$ cat src/rtl/datapath_sequencer.sv
// Micro-sequencer for the register-file/ALU/RAM datapath: turns macro-commands
// into one registered 24-bit control word plus 64-bit K per clock.
module datapath_sequencer #(
  parameter logic [4:0] FS_ADD   = 5'b01000,
  parameter int         MAX_COPY = 256
) (
  input  logic        clock,
  input  logic        reset,
  input  logic        cmd_valid,
  output logic        cmd_ready,
  input  logic [1:0]  cmd_op,
  input  logic [4:0]  cmd_da,
  input  logic [4:0]  cmd_sa,
  input  logic [4:0]  cmd_sb,
  input  logic [4:0]  cmd_fs,
  input  logic        cmd_use_k,
  input  logic [63:0] cmd_k,
  output logic [23:0] controlWord,
  output logic [63:0] K,
  input  logic [3:0]  status,
  output logic [3:0]  flags,
  output logic        busy,
  output logic        done
);

  localparam logic [1:0] OP_ALU   = 2'd0;
  localparam logic [1:0] OP_LOAD  = 2'd1;
  localparam logic [1:0] OP_STORE = 2'd2;
  localparam logic [1:0] OP_COPY  = 2'd3;

  typedef enum logic [1:0] {
    IDLE  = 2'd0,
    EXEC  = 2'd1,
    CP_LD = 2'd2,
    CP_ST = 2'd3
  } stateT;

  stateT       stateR, stateNextS;
  logic [1:0]  opR;
  logic [4:0]  daR, saR, sbR;
  logic [8:0]  nR, cntR, cntNextS, cntPlusS, cmdCountS;
  logic [23:0] cwNextS;
  logic [63:0] kNextS;
  logic [3:0]  flagsNextS;
  logic        doneNextS, acceptS;

  function automatic logic [23:0] makeCw(input logic [4:0] da, input logic [4:0] sa,
                                         input logic [4:0] sb, input logic [4:0] fs,
                                         input logic regW, input logic ramW,
                                         input logic selAlu, input logic selK);
    return {da, sa, sb, fs, regW, ramW, selAlu, selK};
  endfunction

  assign cmd_ready = (stateR == IDLE) && reset;
  assign acceptS   = cmd_valid && cmd_ready;
  assign cmdCountS = (cmd_k > 64'(MAX_COPY)) ? 9'(MAX_COPY) : cmd_k[8:0];
  assign cntPlusS  = cntR + 9'd1;

  // Next state and the control word that the next cycle will present.
  always_comb begin
    stateNextS = stateR;
    cwNextS    = 24'd0;
    kNextS     = 64'd0;
    doneNextS  = 1'b0;
    cntNextS   = cntR;
    flagsNextS = flags;
    case (stateR)
      IDLE: begin
        if (acceptS) begin
          case (cmd_op)
            OP_ALU: begin
              stateNextS = EXEC;
              cwNextS    = makeCw(cmd_da, cmd_sa, cmd_sb, cmd_fs, 1'b1, 1'b0, 1'b1, cmd_use_k);
              kNextS     = cmd_use_k ? cmd_k : 64'd0;
              doneNextS  = 1'b1;
            end
            OP_LOAD: begin
              stateNextS = EXEC;
              cwNextS    = makeCw(cmd_da, cmd_sa, 5'd0, FS_ADD, 1'b1, 1'b0, 1'b0, 1'b1);
              kNextS     = cmd_k;
              doneNextS  = 1'b1;
            end
            OP_STORE: begin
              stateNextS = EXEC;
              cwNextS    = makeCw(5'd0, cmd_sa, cmd_sb, FS_ADD, 1'b0, 1'b1, 1'b1, 1'b1);
              kNextS     = cmd_k;
              doneNextS  = 1'b1;
            end
            OP_COPY: begin
              // An empty copy completes in IDLE without issuing any write.
              if (cmdCountS == 9'd0) begin
                doneNextS = 1'b1;
              end else begin
                stateNextS = CP_LD;
                cwNextS    = makeCw(cmd_da, cmd_sa, 5'd0, FS_ADD, 1'b1, 1'b0, 1'b0, 1'b1);
                cntNextS   = 9'd0;
              end
            end
            default: stateNextS = IDLE;
          endcase
        end else begin
          stateNextS = IDLE;
        end
      end
      EXEC: begin
        stateNextS = IDLE;
        if (opR == OP_ALU) begin
          flagsNextS = status;
        end else begin
          flagsNextS = flags;
        end
      end
      CP_LD: begin
        stateNextS = CP_ST;
        cwNextS    = makeCw(5'd0, sbR, daR, FS_ADD, 1'b0, 1'b1, 1'b1, 1'b1);
        kNextS     = {55'd0, cntR};
        doneNextS  = (cntPlusS >= nR);
      end
      CP_ST: begin
        if (cntPlusS < nR) begin
          stateNextS = CP_LD;
          cntNextS   = cntPlusS;
          cwNextS    = makeCw(daR, saR, 5'd0, FS_ADD, 1'b1, 1'b0, 1'b0, 1'b1);
          kNextS     = {55'd0, cntPlusS};
        end else begin
          stateNextS = IDLE;
        end
      end
      default: stateNextS = IDLE;
    endcase
  end

  // State, captured command fields and registered outputs.
  always_ff @(posedge clock or negedge reset) begin
    if (!reset) begin
      stateR      <= IDLE;
      opR         <= OP_ALU;
      daR         <= 5'd0;
      saR         <= 5'd0;
      sbR         <= 5'd0;
      nR          <= 9'd0;
      cntR        <= 9'd0;
      controlWord <= 24'd0;
      K           <= 64'd0;
      flags       <= 4'd0;
      busy        <= 1'b0;
      done        <= 1'b0;
    end else begin
      if (acceptS) begin
        opR <= cmd_op;
        daR <= cmd_da;
        saR <= cmd_sa;
        sbR <= cmd_sb;
        nR  <= cmdCountS;
      end
      stateR      <= stateNextS;
      cntR        <= cntNextS;
      controlWord <= cwNextS;
      K           <= kNextS;
      flags       <= flagsNextS;
      busy        <= (stateNextS != IDLE);
      done        <= doneNextS;
    end
  end

endmodule

$ cat config.mk
export PLATFORM = sky130hd
export DESIGN_NAME = datapath_sequencer
export DESIGN_NICKNAME = d
export VERILOG_FILES = /design/src/rtl/datapath_sequencer.sv
export SDC_FILE = /design/constraint.sdc
export NUM_CORES = 1
export LEC_CHECK = 0
export ABC_AREA = 1
export BUFFER_PORTS_ARGS = -buffer_cell sky130_fd_sc_hd__buf_4
export CAP_MARGIN = 10
export CORE_MARGIN = 2
export CORE_UTILIZATION = 30
export DETAILED_ROUTE_END_ITERATION = 12
export PLACE_DENSITY = 0.55
export SYNTH_ARGS = -nofsm -noshare
export SYNTH_HDL_FRONTEND = slang
export SYNTH_SLANG_ARGS = --single-unit
$ cat constraint.sdc
create_clock -name clock -period 3.7 [get_ports clock]
set_clock_uncertainty 0.15 [all_clocks]
set_input_delay 0 -clock clock [delete_from_list [all_inputs] [get_ports clock]]
set_output_delay 0 -clock clock [all_outputs]
set_load 0.1 [all_outputs]
==> results of run 1 <==
-- cell usage after synthesis --
cell and count:
nor3b_1 4, inv_4 1, o21ai_4 1, nand2_1 184
o21ai_1 16, nand4_1 5, nor2_2 5, buf_1 2
buf_2 12, clkinv_1 1, or3_1 1, ha_1 15
xor2_1 4, inv_2 3, nor2_1 101, mux2_2 4
a21oi_1 6, buf_4 2, clkbuf_1 6, o21bai_2 1
o21ai_0 5, nand3_1 37, nand3_2 2, nand3b_1 1
o211ai_1 3, nor3_2 1, a31o_2 1, nor3_1 5
inv_1 45, a22oi_1 5, nand2_2 4, o32ai_1 5
dfrtp_1 131, o41ai_1 1, xnor2_1 1
-- flip-flops by register name (all words and copies together), names as in the netlist, 2 cells and up --
signal and flops:
cntR 9, controlWord 24, saR 5, flags 4, daR 5, stateR 2, sbR 5, nR 9
K 64, opR 2
-- area by class of cell --
cell class	instances	area, um^2	area share
clock buffer	20	447	0.0505
clock inverter	12	98.8	0.0112
inverter	50	190	0.0215
multi-input combinational	418	2010	0.227
sequential	131	3280	0.370
tap	229	287	0.0324
timing repair buffer	303	2550	0.288
-- power by group --
group | internal, mW | total (mW) | switching [mW]
logic | 0.653 | 2.66 | 2.00
clock network | 0.887 | 1.57 | 0.679
registers | 1.72 | 1.87 | 0.150
total | 3.26 | 6.09 | 2.83
-- layer usage --
layer  share of wire  up-vias  GRT usage
met5               0        -          0
met3           0.073       15     0.0455
met4           0.011        0     0.0585
met2            0.46      187      0.285
met1            0.46     2447      0.241
li1                -     2558          -
-- cells by family after synthesis --
logic type / Yosys count / share of synthesized area
AO/OA/AOI/OAI: 44 / 0.0509
XOR/XNOR: 5 / 0.00785
adder cells (fa/ha/maj): 15 / 0.0337
buffers and inverters: 72 / 0.0530
flip-flops: 131 / 0.588
multiplexers: 4 / 0.00808
AND/OR/NAND/NOR: 350 / 0.259
-- critical path: cells and delay by family (launching register included) --
family	cells	cell delay, ns
buffers and inverters	4	0.69
AO/OA/AOI/OAI	3	0.36
AND/OR/NAND/NOR	6	0.78
flip-flops	1	0.40
XOR/XNOR	1	0.13
adder cells (fa/ha/maj)	2	0.50
-- metrics by stage --
step	total power, mW	cell area, um^2	utilization
global placement	4.46	7240	0.400
CTS	6.14	8850	0.490
finish	6.09	8850	0.490
floorplan	3.77	5580	-
global route	6.40	8850	0.490
detailed placement	4.46	7240	0.400
-- worst min path at each step --
stage,slack [ns],endpoint,depth (start not counted),startpoint
2_1_floorplan,-0.45,K[0],0,reset
3_3_place_gp,0.07,saR[0],3,cmd_sa[0]
3_5_place_dp,0.08,saR[2],3,cmd_sa[2]
4_1_cts,0.17,saR[2],4,cmd_sa[2]
5_1_grt,0.20,saR[3],4,cmd_sa[3]
6_report,0.18,saR[2],4,cmd_sa[2]
-- what timing repair did --
| action | CTS | global route |
|---|---|---|
| hold endpoints to repair | 191 | 0 |
| hold buffers | 107 | 0 |
| setup endpoints to repair | 0 | 0 |
==> results.md, run 1 <==
* Status: complete, no violations
* Max VDD drop at 0.562 mV
* Worst Max-Slew Pin Slew at between 0.8 and 0.9 ns
* Pwr/cell area at 688 nW/um^2
* RSZ-0062 raised after global routing: false
* Worst Setup EP: controlWord[14]
* Final Hold Fails at 0
* Final Critical Period at 3.08 ns
* Core Rows at 49
* Final worst-path cycle share at 0.831
* Static Leak at 4.59 nW
* Initial antenna violation count at 0
* Final HPWL DP at 11800 um
* Non-Filler Instances at 1163
* Vias in the first global route at between 5000 and 6000
* Final-report setup violation count at 0
* Worst-path fanout max at 11
* Crit-path most repeated cell: inv_1
* Gpl congestion at 0.820
* Worst-case clock buffer depth at 2
* Synth unique cells at 35
* Cells after DPL at 1024
* WP data required at slightly below 4 ns
* ANT nets after route at 0
* Post-synthesis sequential area ratio at 0.588
* Final setup TNS at 0 ns
* Synth Net Count at 730
* Top-area cell type share of the netlist area at 0.588
* Max-cap violations at 0
* Die width at 140 um
* WL per Instance at 14.9 um
* Fin worst setup slack at 0.624 ns
* Top post-synthesis cells by area: dfrtp_1 59%, nand2_1 12%, nor2_1 6.8%
* Most common cell after layout, fill and taps aside: buf_4
* Worst-path clk slew at 0.06 ns
* Gr ovfl total at 0
* Total number of vias at between 5000 and 6000
* Clock Sinks at ~130
* # diodes at 0
* Post-CTS Setup Inserts at 0
* Worst hold slack at 0.181 ns
* Area leader, netlist: dfrtp_1
* Core area at 18100 um^2
* Worst rel slew slack at 0.408
* First-pass GRT wire length at 27600 um
* PortBufs at 188
* Cts bufs inserted at 17
* Seq cells post-synth at around 130
* Worst path max stage delay at about 0.40 ns
* Area Overhead vs Synth at 58.8%
* Total die area at 19700 um^2
* # nets final at 1030
* Syn Std Cell Area at around 5600 um^2
* Share of cells above drive strength 1 at 0.267
* Slew Limit Fails at 0
* Largest net degree at the start of global routing at 70
* Worst skew pair latency at ~0.42 ns
* Top-Level Pins at 189
* Layout fillers at 1730
* Slowest cell on the critical path: dfrtp_1
* Syn Inst Count at between 600 and 700
* Critical path launch point type: flop
* Starting Density at 0.308
* Clk Tree Root Cell: clkbuf_16
* Cts repair resizes at 0
* R2R depth at 16
* Final WL at 17400 um
* Critical Path Start: cntR[0]
* Worst endpoint data arrival time at 3.29 ns
* Critical path class: reg -> reg
* Crit. End Element: flop
* FMAX at 325 MHz
* Syn Area/Cell at approximately 9 um^2
* Pre-CTS setup slack at 0.642 ns
* R2R Setup Slk at between 0.6 and 0.7 ns
* H-tree depth at 4
* Via density at ~4.5
* CTS tree: done
* Most frequent cells in the layout: 195 x buf_4, 184 x nand2_1, 131 x dfrtp_1, 107 x dlygate4sd3_1, 101 x nor2_1
* Reg2reg end: controlWord[14]
* Ys Warns at 0
* DRC viols at 0
* DRT Pass-1 Iters at 4
* Initial detailed-routing violation count at just over 200
* Worst r2r src: cntR[0]
* Die span in y at 140 um
* Hold crit path type: in -> reg
* Total GRT Usage at 0.179
* Critical Path, Cell by Cell: ha_1, nand3_1, inv_1, nand4_1, nor2_1, xnor2_1, inv_1, ha_1, a21oi_1, o21ai_0, nor3b_1, buf_4, nand2_1, inv_1, a22oi_1, nand2_1
No activity file was read; power rests on OpenSTA's default activity.
==> run 2: changes to the inputs <==
==> constraint.sdc (replaced) <==
create_clock -name clock -period 3.05 [get_ports clock]
set_clock_uncertainty 0.15 [all_clocks]
set_input_delay 0 -clock clock [delete_from_list [all_inputs] [get_ports clock]]
set_output_delay 0 -clock clock [all_outputs]
set_load 0.1 [all_outputs]
==> run 2 against run 1 <==
Clock power grew 40%; sequential share of layout area shrank 1.1 points; critical endpoint is now controlWord[20]; count of clock-buffer cells in the layout shrank 1; sequential power grew 22%; via count grew 0.69%; cell count grew 1.1%; core utilization grew 1.5 points.
==> results.md, run 2 (synthesized netlist as in run 1, its figures left out) <==
* Slew Limit Fails at 0 (unchanged)
* Gpl congestion at 0.779 (was 0.820)
* WP data required at 3.21 ns (was 3.91 ns)
* Worst Max-Slew Pin Slew at 0.950 ns (was 0.888 ns)
* Total number of vias at 5243 (was 5207)
* Worst r2r src: cntR[1] (was cntR[0])
* Largest Register: K (unchanged)
* Clk Tree Root Cell: clkbuf_16 (unchanged)
* Initial antenna violation count at 0 (unchanged)
* Crit-path most repeated cell: nand2_1 (was inv_1)
* Layout fillers at 1694 (was 1730)
* Tot Pwr at 7.89 mW (was 6.09 mW)
* Dpl cell area at 7270 um^2 (was 7240 um^2)
* Worst-path fanout max at 5 (was 11)
* Hold crit path type: in -> async (was in -> reg)
* Worst Setup EP: controlWord[20] (was controlWord[14])
* PortBufs at 188 (unchanged)
* Top-Level Pins at 189 (unchanged)
* H-tree depth at 4 (unchanged)
* Worst path max stage delay at 0.38 ns (was 0.40 ns)
* Slowest cell on the critical path: dfrtp_1 (unchanged)
* CTS tree: done (unchanged)
* Top delay family on crit path: simple AND/OR/NAND/NOR gates (unchanged)
* # nets final at 1043 (was 1030)
* Final worst-path cycle share at 0.935 (was 0.831)
* Core area at 18100 um^2 (unchanged)
* Cts bufs inserted at 17 (unchanged)
* Final setup TNS at 0 ns (unchanged)
* Clock Power Share at 0.278 (was 0.257)
* Initial detailed-routing violation count at 259 (was 205)
* Switch share at 0.441 (was 0.465)
* Max VDD drop at 0.614 mV (was 0.562 mV)
* Worst-path clk slew at 0.06 ns (about the same)
* FMAX at 351 MHz (was 325 MHz)
* R2R depth at 18 (was 16)
* Area Overhead vs Synth at 63.8% (was 58.8%)
* Most common cell after layout, fill and taps aside: buf_4 (unchanged)
* WL per Instance at 14.8 um (was 14.9 um)
* Final Critical Period at 2.85 ns (was 3.08 ns)
* Largest regs: K (64), controlWord (24) (unchanged)
* Via density at 4.46 (was 4.48)
* Die span in y at 140 um (unchanged)
* Starting Density at 0.308 (unchanged)
* Worst endpoint data arrival time at 3.01 ns (was 3.29 ns)
* Total GRT Usage at 0.178 (was 0.179)
* Worst skew pair latency at 0.41 ns (was 0.42 ns)
* Crit. path cell count at 18 (was 16)
* Sw Pwr at 3.48 mW (was 2.83 mW)
* Max-cap violations at 0 (unchanged)
* # diodes at 0 (unchanged)
* R2R Setup Slk at 0.20 ns (was 0.62 ns)
* First-pass GRT wire length at 27500 um (was 27600 um)
* Vias in the first global route at 5275 (was 5243)
* CP Buf/Inv Count at 5 (was 4)
* DRT Pass-1 Iters at 4 (unchanged)
* Crit. End Element: flop (unchanged)
* Pint at 4.41 mW (was 3.26 mW)
* Largest net degree at the start of global routing at 73 (was 70)
* Critical path launch point type: flop (unchanged)
* Gr ovfl total at 0 (unchanged)
* DRC viols at 0 (unchanged)
* Share of cells above drive strength 1 at 0.281 (was 0.267)
* Critical path class: reg -> reg (unchanged)
* Pwr/cell area at 864 nW/um^2 (was 688 nW/um^2)
* Max FFs per register at 64 (unchanged)
* Core Rows at 49 (unchanged)
* Critical Path Start: cntR[1] (was cntR[0])
* Most frequent cells in the layout: 199 x buf_4, 183 x nand2_1, 130 x dfrtp_1, 113 x dlygate4sd3_1, 100 x nor2_1 (was 195 x buf_4, 184 x nand2_1, 131 x dfrtp_1, 107 x dlygate4sd3_1, 101 x nor2_1)
* Static Leak at 4.72 nW (was 4.59 nW)
* Worst hold slack at 0.190 ns (was 0.181 ns)
* Die width at 140 um (unchanged)
* Status: complete, no violations (unchanged)
* Final Hold Fails at 0 (unchanged)
* Finished Cell Area at 9130 um^2 (was 8850 um^2)
* Final WL at 17300 um (was 17400 um)
* Final HPWL DP at 11700 um (was 11800 um)
* Worst rel slew slack at 0.367 (was 0.408)
* ANT nets after route at 0 (unchanged)
* Clock Sinks at 131 (unchanged)
* Sequential Power Share at 0.289 (was 0.307)
* Worst-case clock buffer depth at 2 (unchanged)
* Final-report setup violation count at 0 (unchanged)
* Critical Path, Cell by Cell: buf_4, nand3_1, inv_1, nand4_1, nor2_1, xor2_1, inv_1, ha_1, nand2_1, nor2_2, nand2_1, nor2_1, nor3b_2, nand2_2, clkinvlp_4, buf_4, nand2_1, nand2_1 (was ha_1, nand3_1, inv_1, nand4_1, nor2_1, xnor2_1, inv_1, ha_1, a21oi_1, o21ai_0, nor3b_1, buf_4, nand2_1, inv_1, a22oi_1, nand2_1)
* Logic gate share of total power at 0.433 (was 0.436)
* Reg2reg end: controlWord[20] (was controlWord[14])
* Cells after DPL at 1025 (was 1024)
* Total die area at 19700 um^2 (unchanged)
* Non-Filler Instances at 1176 (was 1163)
-- run 2: worst min path at each step --
| stage | slack (ns) | end | depth (start not counted) | startpoint |
|---|---|---|---|---|
| floorplan | -0.45 | K[0] | 0 | reset |
| global placement | 0.06 | K[10] | 2 | reset |
| detailed placement | 0.06 | K[10] | 2 | reset |
| CTS | 0.18 | daR[0] | 4 | cmd_da[0] |
| global route | 0.20 | daR[3] | 4 | cmd_da[3] |
| finish | 0.19 | K[10] | 3 | reset |
-- run 2: layout make-up --
type	count	area [um^2]	area share
tap	229	287	0.0314
clock buffer	19	433	0.0474
multi-input combinational	418	2060	0.225
timing repair buffer	315	2680	0.293
sequential	131	3280	0.359
clock inverter	13	199	0.0218
timing repair inverter	1	7.51	0.000822
inverter	50	194	0.0212
-- run 2: timing repair --
action                     4_1_cts  5_1_grt
hold buffers                   113        0
resized for setup                0       13
hold endpoints to repair       260        0
setup endpoints to repair        0       22
setup buffers                    0        5
-- run 2: power by group through the flow --
stage / combinational [mW] / sequential [mW] / clock, mW
after floorplan: 0.881 / 3.70 / 0
after global placement: 3.13 / 2.30 / 0
after detailed placement: 3.14 / 2.29 / 0
after CTS: 3.35 / 2.27 / 2.24
after global routing: 3.63 / 2.32 / 2.32
final: 3.42 / 2.28 / 2.20
-- run 2: per-layer routing --
metal | vias to the layer above | wire length [um] | global-route usage
met5 | - | 0 | 0
met4 | 0 | 205 | 0.0532
met3 | 13 | 1190 | 0.0421
met2 | 183 | 8070 | 0.291
met1 | 2458 | 7880 | 0.237
li1 | 2589 | - | -
-- run 2: through the flow --
stage | worst slack, ns | util
2_1_floorplan | 0.422 | -
3_3_place_gp | 0.188 | 0.402
3_5_place_dp | 0.0781 | 0.402
4_1_cts | 0.0623 | 0.499
5_1_grt | -0.0305 | 0.505
6_report | 0.199 | 0.505
-- run 2: worst reg2reg max path, cell delays in order, from the launching register on --
cell	delay [ns]
dfrtp_1	0.38
buf_4	0.14
nand3_1	0.11
inv_1	0.10
nand4_1	0.11
nor2_1	0.14
xor2_1	0.15
inv_1	0.07
ha_1	0.27
nand2_1	0.08
nor2_2	0.13
nand2_1	0.06
nor2_1	0.12
nor3b_2	0.07
nand2_2	0.17
clkinvlp_4	0.21
buf_4	0.18
nand2_1	0.05
nand2_1	0.05
